## config.mk

```make
export PLATFORM = sky130hd
export DESIGN_NAME = rand_walk_ctrl
export DESIGN_NICKNAME = d
export VERILOG_FILES = /design/src/rtl/rand_walk_pkg.sv /design/src/rtl/rand_walk_tick.sv /design/src/rtl/rand_walk_ctrl.sv
export SDC_FILE = /design/constraint.sdc
export NUM_CORES = 1
export LEC_CHECK = 0
export BUFFER_PORTS_ARGS = -buffer_cell sky130_fd_sc_hd__buf_2
export CAP_MARGIN = 20
export CORE_AREA = 10 10 102 104
export DETAILED_ROUTE_END_ITERATION = 10
export DIE_AREA = 0 0 112 114
export PLACE_DENSITY = 0.73
export SLEW_MARGIN = 40
export SYNTH_ARGS = -nofsm -noshare
export SYNTH_HDL_FRONTEND = slang
export SYNTH_SLANG_ARGS = --single-unit
export TNS_END_PERCENT = 5
```

## constraint.sdc

```tcl
create_clock -name clock -period 4.8 [get_ports clock]
set_clock_uncertainty 0.05 [all_clocks]
set_input_delay 0.72 -clock clock [delete_from_list [all_inputs] [get_ports clock]]
set_output_delay 0.72 -clock clock [all_outputs]
set_load 0.02 [all_outputs]
```

## src/rtl/rand_walk_pkg.sv

```systemverilog
// Shared types and helpers for the random-walk position controller.
package rand_walk_pkg;

  typedef enum logic [1:0] {
    ST_IDLE    = 2'd0,
    ST_SAMPLE  = 2'd1,
    ST_UPDATE  = 2'd2,
    ST_PUBLISH = 2'd3
  } rw_state_e;

  localparam int unsigned STEP_W = 4;
  localparam logic [STEP_W-1:0] STEP_NEG_LIMIT = 4'b1000;

  // -8 is folded to 0 so the walk stays symmetric around zero.
  function automatic logic signed [31:0] step_scale(input logic [STEP_W-1:0] raw,
                                                    input int unsigned shift);
    logic signed [31:0] ext;
    if (raw == STEP_NEG_LIMIT) ext = '0;
    else                       ext = {{(32-STEP_W){raw[STEP_W-1]}}, raw};
    return ext <<< shift;
  endfunction

endpackage

```

## src/rtl/rand_walk_tick.sv

```systemverilog
// Step-tick prescaler: one-cycle tick every TICK_DIV enabled clocks.
module rand_walk_tick
  import rand_walk_pkg::*;
#(
  parameter int unsigned TICK_DIV = 833333
) (
  input  logic clock,
  input  logic reset_n,
  input  logic enable,
  input  logic clear,
  output logic tick
);

  localparam int unsigned CNT_W = $clog2(TICK_DIV);
  localparam logic [CNT_W-1:0] TC = CNT_W'(TICK_DIV - 1);

  logic [CNT_W-1:0] cnt;

  assign tick = enable && (cnt == TC);

  always_ff @(posedge clock or negedge reset_n) begin
    if (!reset_n) begin
      cnt <= '0;
    end else if (clear) begin
      cnt <= '0;
    end else if (enable) begin
      cnt <= (cnt == TC) ? '0 : cnt + 1'b1;
    end
  end

endmodule

```

## src/rtl/rand_walk_ctrl.sv

```systemverilog
// Bounded random-walk position accumulator with valid/ready publish.
// Define RAND_WALK_REFLECT_EN to reflect off the bounds instead of saturating.
module rand_walk_ctrl
  import rand_walk_pkg::*;
#(
  parameter int unsigned POS_W      = 16,
  parameter int unsigned POS_MIN    = 0,
  parameter int unsigned POS_MAX    = 639,
  parameter int unsigned POS_INIT   = 320,
  parameter int unsigned TICK_DIV   = 833333,
  parameter int unsigned STEP_SHIFT = 0
) (
  input  logic             clock,
  input  logic             reset_n,
  input  logic             enable,
  input  logic [31:0]      rand_step,
  input  logic             load,
  input  logic [POS_W-1:0] load_pos,
  output logic [POS_W-1:0] pos,
  output logic             pos_valid,
  input  logic             pos_ready,
  output logic [15:0]      step_count,
  output logic             bounced,
  output logic             overrun
);

  localparam int unsigned ACC_W = POS_W + 2;
  localparam logic signed [ACC_W-1:0] MIN_S  = ACC_W'(POS_MIN);
  localparam logic signed [ACC_W-1:0] MAX_S  = ACC_W'(POS_MAX);
  localparam logic signed [ACC_W-1:0] MIN2_S = ACC_W'(2 * POS_MIN);
  localparam logic signed [ACC_W-1:0] MAX2_S = ACC_W'(2 * POS_MAX);
  localparam logic [POS_W-1:0] MIN_U  = POS_W'(POS_MIN);
  localparam logic [POS_W-1:0] MAX_U  = POS_W'(POS_MAX);
  localparam logic [POS_W-1:0] INIT_U = POS_W'(POS_INIT);

  rw_state_e               state;
  logic                    tick;
  logic signed [ACC_W-1:0] step_q;
  logic signed [ACC_W-1:0] nxt;
  logic signed [ACC_W-1:0] bounded;
  logic                    out_hi;
  logic                    out_lo;
  logic [POS_W-1:0]        load_clamped;
  logic                    unused_bits;

  assign unused_bits = ^{rand_step[31:STEP_W], bounded[ACC_W-1:POS_W]};

  rand_walk_tick #(
    .TICK_DIV (TICK_DIV)
  ) u_tick (
    .clock   (clock),
    .reset_n (reset_n),
    .enable  (enable),
    .clear   (load),
    .tick    (tick)
  );

  always_comb begin
    nxt    = $signed({2'b00, pos}) + step_q;
    out_hi = nxt > MAX_S;
    out_lo = nxt < MIN_S;
`ifdef RAND_WALK_REFLECT_EN
    if (out_hi)      bounded = MAX2_S - nxt;
    else if (out_lo) bounded = MIN2_S - nxt;
    else             bounded = nxt;
    // A large step can reflect past the opposite bound; clamp the result.
    if (bounded > MAX_S)      bounded = MAX_S;
    else if (bounded < MIN_S) bounded = MIN_S;
`else
    if (out_hi)      bounded = MAX_S;
    else if (out_lo) bounded = MIN_S;
    else             bounded = nxt;
`endif
    if (load_pos > MAX_U)      load_clamped = MAX_U;
    else if (load_pos < MIN_U) load_clamped = MIN_U;
    else                       load_clamped = load_pos;
  end

  always_ff @(posedge clock or negedge reset_n) begin
    if (!reset_n) begin
      state      <= ST_IDLE;
      pos        <= INIT_U;
      pos_valid  <= 1'b0;
      step_count <= '0;
      bounced    <= 1'b0;
      overrun    <= 1'b0;
      step_q     <= '0;
    end else if (load) begin
      state     <= ST_IDLE;
      pos       <= load_clamped;
      pos_valid <= 1'b0;
      bounced   <= 1'b0;
      overrun   <= 1'b0;
    end else begin
      case (state)
        ST_IDLE: begin
          if (tick) state <= ST_SAMPLE;
        end
        ST_SAMPLE: begin
          step_q <= ACC_W'(step_scale(rand_step[STEP_W-1:0], STEP_SHIFT));
          state  <= ST_UPDATE;
        end
        ST_UPDATE: begin
          pos       <= bounded[POS_W-1:0];
          bounced   <= out_hi | out_lo;
          pos_valid <= 1'b1;
          state     <= ST_PUBLISH;
        end
        ST_PUBLISH: begin
          if (tick) overrun <= 1'b1;
          if (pos_ready) begin
            step_count <= step_count + 16'd1;
            pos_valid  <= 1'b0;
            state      <= ST_IDLE;
          end
        end
        default: state <= ST_IDLE;
      endcase
    end
  end

endmodule
```

# == After elaboration in Yosys (flattened, before gate mapping) ==
# Cells that the tools add are included.
# totals
input_bits,53
regBits,75
# op_classes
n_eq_ne,7
n_addsub,3
reduce_logical,12
order_cmp,4
bitwise,2
muxes,22
# ops
op,n
$mux W16,6
$mux W20,3
$add A20 B1 Y20 const B,1
$eq A20 B20 Y1 const B,1
$add A17 B18 Y18,1
$gt A18 B11 Y1 const B,1
$lt A18 B1 Y1 const B,1
$mux W18,1
$add A16 B1 Y16 const B,1
$gt A16 B10 Y1 const B,1
$lt A16 B1 Y1 const B,1
$pmux W2 S4,1
$reduce_and A2 Y1,4
$reduce_bool A2 Y1,4
$mux W1,7
$mux W2,3
$ne A3 B3 Y1 const B,2
$eq A2 B2 Y1 const B,2
$eq A4 B4 Y1 const B,1
$reduce_and A3 Y1,1
$reduce_bool A3 Y1,1
$eq A2 B1 Y1 const B,1
$logic_not A2 Y1,1
$pmux W1 S2,1
3 further kinds,3

# == Depth between registers and ports, before layout ==
# Gate-level depths: netlist of run 1.
# logic_depth
depth_word,6
mapped_depth,11
mapped_depth_nobuf,10

# == Hierarchy ==
# A second synthesis of run 1 with hierarchy kept.
# hier_totals
cells_unflattened,401
area_unflattened_um2,3866.2
# modules_own_cells
module,area_per_inst_um2,seq_area_each_um2,instances,cells_per_inst
rand_walk_ctrl,2771.4,1028.5,1,284
rand_walk_tick,1094.8,500.5,1,117

# == Worst setup path before layout of run 1 ==
# Ideal clock, no wire load.
# synth_path
path_kind,reg-to-reg
startpoint,register pos[0]
endpoint,register pos[6]
setup_ns,0.072
setup_slack_ns,2.080
t_arrival_ns,2.598
stages_incl_launch_ff,11
n_path_buf,0
period_less_slack_ns,2.720
cell_sequence,dfrtp_1 > ha_1 > inv_1 > fa_1 > nand2b_1 > a21oi_2 > o211ai_2 > a21oi_2 > mux2i_1 > nor4_1 > o21ai_1
# synth_between
elab_chain_cells,6
word_cells_on_any_way,7
classes_between,add/sub (1); order compare (2); mux (4)
# synth_rtl
element,line_no,source
"start, declared",rand_walk_ctrl.sv:19,"output logic [POS_W-1:0] pos,"
"start signal, assigned",rand_walk_ctrl.sv:90,pos <= load_clamped;
"start signal, assigned",rand_walk_ctrl.sv:104,pos <= bounded[POS_W-1:0];
$add A17 B18 Y18 *,rand_walk_ctrl.sv:59,"nxt = $signed({2'b00, pos}) + step_q;"
$lt A18 B1 Y1,rand_walk_ctrl.sv:61,out_lo = nxt < MIN_S;
$mux W16,rand_walk_ctrl.sv:71,else if (out_lo) bounded = MIN_S;
$mux W16 *,rand_walk_ctrl.sv:70,if (out_hi) bounded = MAX_S;
$mux W16 *,rand_walk_ctrl.sv:95,case (state)
$mux W16 *,rand_walk_ctrl.sv:88,end else if (load) begin
# Every way passes the cells marked *; elsewhere a longest branch is shown, timed or not. The select of a mux whose other input is x is not followed.
# A chain may end at the register's enable or synchronous reset.

# == Worst setup path in the final report of run 1 ==
# Same ends and word-level chain as after synthesis.

==> impl_metrics.tcl, run 1 <==
set metrics [dict create \
    drv_slew 0 \
    antenna_cells 0 \
    vias 3428 \
    dominantRegCellSynth "dfrtp_1" \
    yosys-top-cells-area "dfrtp_1, ha_1, nand2_1" \
    initial_core_util 0.4857 \
    hold_buffers 0 \
    core_sq_um 8466 \
    grt_pass1_wl_microns 15880 \
    antenna_left 0 \
    dp_hpwl_microns 6987 \
    grt_setup_unrepaired "false" \
    viasPerCell 5.610 \
    fin_crit_sh 0.6338 \
    worstMarginPinSlew_ps 695.3 \
    syn-mean-instance-area_sq_um 9.344 \
    cts_tree "done" \
    wirelength_microns 9452 \
    drive_gt1_frac 0.2326 \
    overflow 0 \
    status "complete, no violations" \
    io_buffers 59 \
    antenna_found_initial 0 \
    ctsResizeCount 0 \
    power_mw 1.900 \
    die_w_microns 112 \
    ios 88 \
    syn_area_sq_um 4111 \
    num-nets-final 576 \
    yosysMostFrequentCell "dfrtp_1" \
    synthDistinctLibCells 68 \
    num_rows 34 \
    synth_seq_cells 61 \
    dr.pass1.iters 4 \
    fin_setup_tns_ps 0 \
    drc 0 \
    path_class "flip-flop to flip-flop" \
    fin_cells 611 \
    fin_ws_ps 1758 \
    hold_path.class "input pin to async pin" \
    cts.path.max_buffers 2 \
    postCtsSetupRepairBufs 0 \
    period_needed_ps 3042 \
    async_reset_ff_frac 1.000 \
    dp_cells 595 \
    path_clk_slew_ps 80 \
    grt_util_all_layers 0.1474 \
    yosys_warnings 0 \
    p_leak_nw 2.155 \
    dieArea_sq_um 12770 \
    relSlewSlack 0.5360 \
    syn_nets 518 \
    power_density_nw_per_um2 405.6 \
    irDropWorstVdd_mv 0.2328 \
    finalHoldViolCount 0 \
    setup_viol_count_final 0 \
    end_kind "flip-flop" \
    yosysTopAreaCell "dfrtp_1" \
    dp_slack_ps 1538 \
    drv_cap 0 \
    dr.first_iter.drc_count 128 \
    grt_pass1_vias 3388 \
    clock-sinks 61 \
    area_growth_pct 13.97 \
    arrival_ps 3270 \
    grt_max_degree 62 \
    synthTopCellsByCount "dfrtp_1, nand2_1, nor2_1" \
    cp.required_ps 5020 \
    synth_top_cell_area_share 0.3591 \
    startpoint_type "flip-flop" \
    syn_inst 440 \
    cts-root-buf "clkbuf_8" \
    insertion_delay_ps 350 \
    h-tree-depth 3 \
    wl_per_cell_microns 15.47 \
    fmax_ghz 0.3287 \
    seq_area_frac_synth 0.3719 \
    synth_edf_count 0 \
    path_max_fanout 8 \
    numCtsBuffers 9 \
    finalWeightedCongestion 0.8913 \
    die_h_microns 114 \
]
==> state kept, by name (all words and copies together), names as in the netlist <==
register    flops
pos_valid       1
state           2
pos            16
bounced         1
step_count     16
step_q          4
overrun         1
u_tick.cnt     20
==> kinds of logic after synthesis <==
group | synth area share
DFF | 0.3719
AOI/OAI and AO/OA | 0.1832
xor gates and xnor gates | 0.07456
muxes | 0.02861
buffers and inverters | 0.03104
adders and majority gates | 0.07791
and+or+nand+nor | 0.2328
==> power breakdown <==
part / switching (mW) / internal [mW]
combinational: 0.501 / 0.340
clock: 0.227 / 0.241
sequential: 0.0475 / 0.544
==> final cells by class <==
class | instances | area, sq um
well taps | 108 | 135.1
inverters | 14 | 52.55
clock buffers | 9 | 123.9
clock inverters | 7 | 76.32
flip-flops and latches | 61 | 1530
fillers | 769 | 3780
repair buffers | 60 | 306.5
multi-input cells | 352 | 2461
==> final timing paths <==
| path | slack, ps | cells after the start | from | end |
|---|---|---|---|---|
| max in group asynchronous | 3890 | 2 | reset_n | step_q[16]$_DFFE_PN0P_ |
| min reg2reg | 420 | 1 | step_count[15]$_DFFE_PN0P_ | step_count[15]$_DFFE_PN0P_ |
| min in group clock | 420 | 1 | step_count[15]$_DFFE_PN0P_ | step_count[15]$_DFFE_PN0P_ |
| max reg2reg | 1760 | 10 | pos[0]$_DFFE_PN0P_ | pos[6]$_DFFE_PN1P_ |
| max | 1760 | 10 | pos[0]$_DFFE_PN0P_ | pos[6]$_DFFE_PN1P_ |
| min | 380 | 2 | reset_n | step_count[6]$_DFFE_PN0P_ |
==> cells in the final DEF (no fill, tap or decap), drive strengths merged, types with 3 or more instances in the layout <==
| master | count |
|---|---|
| nor2b | 5 |
| and4 | 5 |
| xor2 | 17 |
| nand2 | 50 |
| clkinv | 4 |
| and2 | 7 |
| nor3b | 6 |
| inv | 14 |
| mux2 | 6 |
| ha | 24 |
| a211oi | 6 |
| dfrtp | 59 |
| or4 | 6 |
| a21o | 7 |
| nand3 | 16 |
| o22ai | 3 |
| o21ai | 30 |
| o211ai | 8 |
| buf | 60 |
| o31ai | 4 |
| mux2i | 5 |
| nand2b | 8 |
| o21a | 4 |
| nand4 | 4 |
| nor3 | 8 |
| clkbuf | 9 |
| nor4 | 15 |
| xnor2 | 18 |
| nor2 | 41 |
| a21oi | 20 |
| and3 | 5 |
==> worst max-delay path, stage by stage (launching register included) <==
cell	delay [ps]
dfrtp_1	380
ha_1	240
inv_1	80
fa_1	400
nand2b_1	190
a21oi_2	230
o211ai_2	230
a21oi_2	310
mux2i_2	580
nor4_1	120
o21ai_1	150
==> layer usage <==
layer  share of wire  track usage  up-vias  wire length (microns)
li1                -            -     1704                      -
met1            0.45       0.1760     1644                   4250
met2            0.49       0.2521       67                   4649
met3           0.046      0.03832       13                    433
met4           0.013      0.04992        0                    119
met5               0            0        -                      0
==> stage by stage <==
| stage | util | area (sq um) | hold WS, ps |
|---|---|---|---|
| after floorplan | - | 4111 | 374.4 |
| after global placement | 0.5285 | 4474 | 406.1 |
| after detailed placement | 0.5288 | 4477 | 420.2 |
| after CTS | 0.5525 | 4677 | 430.7 |
| after global routing | 0.5535 | 4686 | 431.9 |
| final | 0.5535 | 4686 | 377.5 |
No activity file was read; power rests on OpenSTA's default activity.
==> run 2, diff against run 1 <==
--- a/config.mk
+++ b/config.mk
@@ -10,7 +10,7 @@
 export CORE_AREA = 10 10 102 104
 export DETAILED_ROUTE_END_ITERATION = 10
 export DIE_AREA = 0 0 112 114
-export PLACE_DENSITY = 0.73
+export PLACE_DENSITY = 0.76
 export SLEW_MARGIN = 40
 export SYNTH_ARGS = -nofsm -noshare
 export SYNTH_HDL_FRONTEND = slang
==> constraint.sdc (replaced) <==
create_clock -name clock -period 2.46 [get_ports clock]
set_clock_uncertainty 0.05 [all_clocks]
set_input_delay 0.369 -clock clock [delete_from_list [all_inputs] [get_ports clock]]
set_output_delay 0.369 -clock clock [all_outputs]
set_load 0.02 [all_outputs]
==> run 2 against run 1 <==
Critical path type unchanged. Register-to-register slack lost 2100 ps. First-iteration DRC count increased by 27%. Combinational power rose to 3.4 times the previous value. Total power increased to 2.6 times the previous value. Critical endpoint is now pos[1]$_DFFE_PN0P_. Via count grew 12%. Sequential cell count unchanged. The flow now finishes with violations (negative setup slack).
==> impl_metrics.tcl, run 2 (synthesis results as in run 1) <==
set metrics [dict create \
    viasPerCell 5.594 \
    overflow 0 \
    grt_setup_unrepaired "true" \
    crit_slowest_cell "dfrtp_2" \
    p_leak_nw 2.557 \
    setup_viol_count_final 11 \
    hold_path.class "input pin to flip-flop" \
    hp-start "rand_step[0]" \
    violations "negative setup slack" \
    worstMarginPinSlew_ps 592.7 \
    drv_cap 0 \
    ios 88 \
    clock-sinks 61 \
    irDropWorstVdd_mv 0.4153 \
    grt_pass1_wl_microns 19490 \
    antenna_cells 0 \
    dr.first_iter.drc_count 162 \
    area_growth_pct 36.24 \
    grt_max_degree 41 \
    grt_util_all_layers 0.1809 \
    end_kind "flip-flop" \
    io_buffers 59 \
    met2_usage 0.3209 \
    cts-root-buf "clkbuf_8" \
    drc 0 \
    final-seq-area_sq_um 1531 \
    initial_core_util 0.4857 \
    reg2reg_slack_ps -360 \
    crit_path_frequent_cell "o211ai_4" \
    antenna_found_initial 0 \
    power_mw 4.966 \
    r2r-start "pos[0]$_DFFE_PN0P_" \
    rr_endpoint "pos[1]$_DFFE_PN0P_" \
    vias 3832 \
    relSlewSlack 0.6012 \
    mostFrequentLayoutCells "buf_4, buf_2, dfrtp_1" \
    cp.required_ps 2640 \
    largest_register_ffs 20 \
    insertion_delay_ps 360 \
    finalHoldViolCount 0 \
    path_class "flip-flop to flip-flop" \
    drive_gt1_frac 0.3865 \
    die_h_microns 114 \
    period_needed_ps 2819 \
    wl_per_cell_microns 17.21 \
    drv_slew 0 \
    busiest_layer "met2" \
    arrival_ps 3000 \
    max_stage_delay_ps 400 \
    dp_hpwl_microns 8130 \
    path_cells "ha_4 > inv_1 > fa_1 > nand2b_1 > a21oi_4 > o211ai_4 > mux2i_2 > o211ai_4 > buf_12 > nor4_2 > o21ai_1" \
    r2r_cells 11 \
    whs_ps 215.2 \
    final_common_cell "buf_4" \
    path_clk_slew_ps 80 \
    finalWeightedCongestion 0.9417 \
    status "complete, but fails checks" \
    fmax_ghz 0.3547 \
    grt_pass1_vias 4104 \
    numCtsBuffers 9 \
    h-tree-depth 3 \
    num_rows 34 \
    holdPathEnd "step_q[0]$_DFFE_PN0P_" \
    fin_ws_ps -359.3 \
    fillers 641 \
    grt_use_met1 0.1979 \
    grt_use_met3 0.05459 \
    cts.path.max_buffers 2 \
    multiInputGateArea_sq_um 2751 \
    hold_depth 2 \
    cts_tree "done" \
    num-nets-final 650 \
    dieArea_sq_um 12770 \
    path_max_fanout 8 \
    power_density_nw_per_um2 886.5 \
    antenna_left 0 \
    regMostFlops "u_tick.cnt" \
    startpoint_type "flip-flop" \
    core_sq_um 8466 \
    fin_crit_sh 1.146 \
    dr.pass1.iters 4 \
    reg_top3 "u_tick.cnt: 20 flops, pos: 16 flops, step_count: 16 flops" \
    wirelength_microns 11790 \
    die_w_microns 112 \
]
run 2: changes by cell type in the layout (fill, tap and decap cells not counted), sizes merged:
cell,delta
buf,+73
dlygate4sd3,+1
inv,+3
clkinvlp,-2
clkinv,-1
run 2: power breakdown:
part / leakage [nW] / internal (mW) / switching [mW] / total, mW
sequential: 0.813 / 1.06 / 0.0558 / 1.12
combinational: 1.64 / 1.38 / 1.51 / 2.89
clock: 0.106 / 0.483 / 0.472 / 0.955
total: 2.56 / 2.93 / 2.04 / 4.97
run 2: per-layer routing:
layer | part of all wire | vias to the layer above
met5 | 0 | -
met4 | 0.032 | 0
met3 | 0.058 | 33
met2 | 0.51 | 98
met1 | 0.40 | 1849
li1 | - | 1852
run 2: how the worst max path moves through the flow:
stage,from,endpoint,cells after the start
after floorplan,step_q[16]$_DFFE_PN0P_,bounced$_DFFE_PN0P_,9
after global placement,step_q[16]$_DFFE_PN0P_,pos[1]$_DFFE_PN0P_,9
after detailed placement,step_q[16]$_DFFE_PN0P_,pos[1]$_DFFE_PN0P_,9
after CTS,step_q[16]$_DFFE_PN0P_,bounced$_DFFE_PN0P_,9
after global routing,step_q[16]$_DFFE_PN0P_,bounced$_DFFE_PN0P_,10
final,pos[0]$_DFFE_PN0P_,pos[1]$_DFFE_PN0P_,11
run 2: repair_timing:
item | in CTS | in global routing
gates resized for setup | 17 | 22
setup endpoints to repair | 11 | 11
pin swaps | 7 | 8
hold buffers | 1 | 0
buffers inserted | 5 | 1
endpoints found under the hold margin | 19 | 0
run 2: stage by stage:
step	utilization	setup TNS, ps	area (sq um)	worst slack, ps	std cells
3_3_place_gp	0.6049	-2839	5121	-315.1	662
5_1_grt	0.6617	-3973	5602	-394.7	685
3_5_place_dp	0.6049	-3548	5121	-386.5	662
2_1_floorplan	-	-456.9	4218	-49.79	440
6_report	0.6617	-2869	5602	-359.3	685
4_1_cts	0.6479	-2656	5485	-284.8	684
run 2: area by class of cell:
type / instances / share of cell area
Multi-Input combinational cell: 352 / 0.4912
Sequential cell: 61 / 0.2734
Timing Repair Buffer: 134 / 0.1653
Tap cell: 108 / 0.02412
Clock buffer: 9 / 0.02211
Clock inverter: 7 / 0.01452
Inverter: 14 / 0.009381
run 2: critical path: cells and delay by family (launching register included):
kind | cells | cell delay [ps]
and+or+nand+nor | 2 | 540
DFF | 1 | 400
AOI/OAI and AO/OA | 4 | 660
muxes | 1 | 280
adders and majority gates | 2 | 530
buffers and inverters | 2 | 240
==> run 3, diff against run 2 <==
--- a/config.mk
+++ b/config.mk
@@ -5,12 +5,14 @@
 export SDC_FILE = /design/constraint.sdc
 export NUM_CORES = 1
 export LEC_CHECK = 0
+export ABC_AREA = 1
 export BUFFER_PORTS_ARGS = -buffer_cell sky130_fd_sc_hd__buf_2
 export CAP_MARGIN = 20
-export CORE_AREA = 10 10 102 104
+export CORE_AREA = 10 10 105 107
 export DETAILED_ROUTE_END_ITERATION = 10
-export DIE_AREA = 0 0 112 114
-export PLACE_DENSITY = 0.76
+export DIE_AREA = 0 0 115 117
+export PLACE_DENSITY = 0.75
+export SETUP_SLACK_MARGIN = 0.5
 export SLEW_MARGIN = 40
 export SYNTH_ARGS = -nofsm -noshare
 export SYNTH_HDL_FRONTEND = slang
==> run 3 against run 2 <==
The run now ends clean. Core utilization shrank 1.9 points. Die area grew 5.4%. First-iteration DRC count grew 49%. Non-clock buffer count shrank 32. Clock power shrank 17%. Final cell count grew 26%. Combinational power grew 49%. Synthesized cell count grew 44%. Sequential cell count is the same. Sequential share of layout area shrank 0.91 points. Register-to-register slack gained 400 ps. Global-route usage is essentially flat. Critical endpoint unchanged. Largest cell class unchanged.
==> impl_metrics.tcl, run 3 <==
set metrics [dict create \
    seq_area_frac_synth 0.3484 \
    core_sq_um 9021 \
    grt_util_all_layers 0.1805 \
    dp_hpwl_microns 9019 \
    path_max_fanout 7 \
    cts.path.max_buffers 2 \
    regMostFlops "u_tick.cnt" \
    fin_ws_ps 37.54 \
    cts-root-buf "clkbuf_8" \
    syn_inst 634 \
    wirelength_microns 12290 \
    die_w_microns 115 \
    crit_family "simple AND/OR/NAND/NOR gates" \
    numCtsBuffers 9 \
    yosysTopAreaCell "dfrtp_1" \
    crit_slowest_cell "dfrtp_2" \
    io_buffers 59 \
    placed_area_sq_um 5089 \
    crit_path_frequent_cell "nand2_2" \
    grt_pass1_wl_microns 20140 \
    fmax_ghz 0.4128 \
    hold_path.class "input pin to flip-flop" \
    synthDistinctLibCells 40 \
    drc 0 \
    worstMarginPinSlew_ps 523.1 \
    num-nets-final 822 \
    finalHoldViolCount 0 \
    drive_gt1_frac 0.2964 \
    antenna_found_initial 0 \
    vias 4457 \
    final_common_cell "nand2_1" \
    syn-mean-instance-area_sq_um 6.921 \
    die_h_microns 117 \
    yosysMostFrequentCell "nand2_1" \
    period_needed_ps 2422 \
    synth_edf_count 0 \
    finalWeightedCongestion 0.9225 \
    largest_register_ffs 20 \
    insertion_delay_ps 340 \
    num_rows 35 \
    area_growth_pct 32.05 \
    end_kind "flip-flop" \
    grt_setup_unrepaired "true" \
    power_density_nw_per_um2 1105 \
    h-tree-depth 3 \
    p_leak_nw 2.986 \
    grt_max_degree 48 \
    power_mw 6.405 \
    dp_slack_ps -85.82 \
    startpoint_type "flip-flop" \
    dr.pass1.iters 5 \
    final_area_sq_um 5794 \
    wl_per_cell_microns 14.30 \
    path_class "flip-flop to flip-flop" \
    irDropWorstVdd_mv 0.5118 \
    reg2reg_slack_ps 40 \
    yosys-top-cells-area "dfrtp_1, nand2_1, inv_1" \
    reg_top3 "u_tick.cnt: 20 flops, pos: 16 flops, step_count: 16 flops" \
    arrival_ps 2570 \
    fillers 775 \
    synthTopCellsByCount "nand2_1, inv_1, nor2_1" \
    viasPerCell 5.183 \
    async_reset_ff_frac 1.000 \
    overflow 0 \
    syn_nets 712 \
    max_stage_delay_ps 430 \
    path_clk_slew_ps 80 \
    relSlewSlack 0.6509 \
    grt_pass1_vias 4481 \
    synth_seq_cells 61 \
    antenna_left 0 \
    mostFrequentLayoutCells "nand2_1, inv_1, buf_2" \
    antenna_cells 0 \
    clock-sinks 61 \
    drv_cap 0 \
    cp.required_ps 2610 \
    cts_tree "done" \
    path_cells "buf_12 > ha_4 > nand2_2 > inv_1 > a21oi_2 > nand2_2 > nand2_1 > nand3_1 > nand2_1 > nand2_2 > nor2_4 > nand3_4 > o21ai_2 > o211ai_1" \
    drv_slew 0 \
    yosys_warnings 0 \
    syn_area_sq_um 4388 \
    synth_top_cell_area_share 0.3365 \
    crit_buf_inv 2 \
    fin_crit_sh 0.9847 \
    setup_viol_count_final 0 \
    fin_util 0.6423 \
    dieArea_sq_um 13460 \
    dominantRegCellSynth "dfrtp_1" \
    initial_core_util 0.4864 \
    dr.first_iter.drc_count 241 \
    ios 88 \
    status "complete, no violations" \
]
run 3: changes by cell type in the layout (fill, tap and decap cells not counted), moves of 9 or more:
cell / before / now
nand2_1: 48 / 168
inv_1: 14 / 104
buf_4: 66 / 38
nand2_2: 1 / 24
nand4_1: 4 / 19
nor2_2: 1 / 14
xnor2_1: 18 / 6
a21oi_1: 11 / 20
nand3_1: 16 / 25
run 3: where the power goes:
group	total (mW)	switching (mW)	internal [mW]	leakage (nW)
registers	1.31	0.159	1.15	0.784
clock network	0.796	0.407	0.389	0.0880
logic	4.30	2.44	1.86	2.11
total	6.40	3.00	3.40	2.99
run 3: final timing paths:
| kind | startpoint | end | cells past startpoint |
|---|---|---|---|
| hold reg to reg | step_count[15]$_DFFE_PN0P_ | step_count[15]$_DFFE_PN0P_ | 1 |
| max in group asynchronous | reset_n | pos[8]$_DFFE_PN1P_ | 3 |
| setup reg to reg | step_q[16]$_DFFE_PN0P_ | pos[1]$_DFFE_PN0P_ | 14 |
| hold / removal | rand_step[1] | step_q[16]$_DFFE_PN0P_ | 3 |
| min in group asynchronous | reset_n | step_count[5]$_DFFE_PN0P_ | 2 |
| setup / recovery | step_q[16]$_DFFE_PN0P_ | pos[1]$_DFFE_PN0P_ | 14 |
run 3: repair_timing:
item,CTS,global route
gates resized for setup,45,50
buffers inserted,9,1
setup endpoints to repair,20,32
pin swaps,13,43
hold endpoints to repair,14,0
hold buffers,1,0
run 3: area by class of cell:
class                           count  area [sq um]  share of cell area
Multi-Input combinational cell    459          2868              0.4949
Sequential cell                    61          1531              0.2643
Timing Repair Buffer              102         653.1              0.1127
Inverter                          111         426.7             0.07363
Tap cell                          111         138.9             0.02397
Clock buffer                       10         137.6             0.02375
Clock inverter                      6         38.79            0.006694
run 3: logic make-up after synthesis:
logic type,count (synthesis),share of synthesized area
AO/OA/AOI/OAI,62,0.07699
XOR/XNOR,20,0.03992
adder cells (fa/ha/maj),25,0.07300
buffers and inverters,114,0.1009
flip-flops,61,0.3484
AND/OR/NAND/NOR,352,0.3607
run 3: worst min-delay path, stage by stage:
cell,delay (ps)
buf_2,90
inv_1,50
a31oi_1,70
run 3: metal layers:
layer,global-route usage,vias to the layer above,routed length [microns]
met2,0.3161,115,6250
li1,-,2223,-
met5,0,-,0
met3,0.04230,19,644
met1,0.2132,2100,5208
met4,0.05693,0,191
run 3: stage by stage:
step           TNS, ps  cells  hold WS (ps)
3_5_place_dp    -351.6    833         252.3
6_report             0    860         227.4
2_1_floorplan        0    634         23.41
3_3_place_gp    -155.3    833         246.6
4_1_cts              0    859         210.5
5_1_grt         -931.2    860         237.8
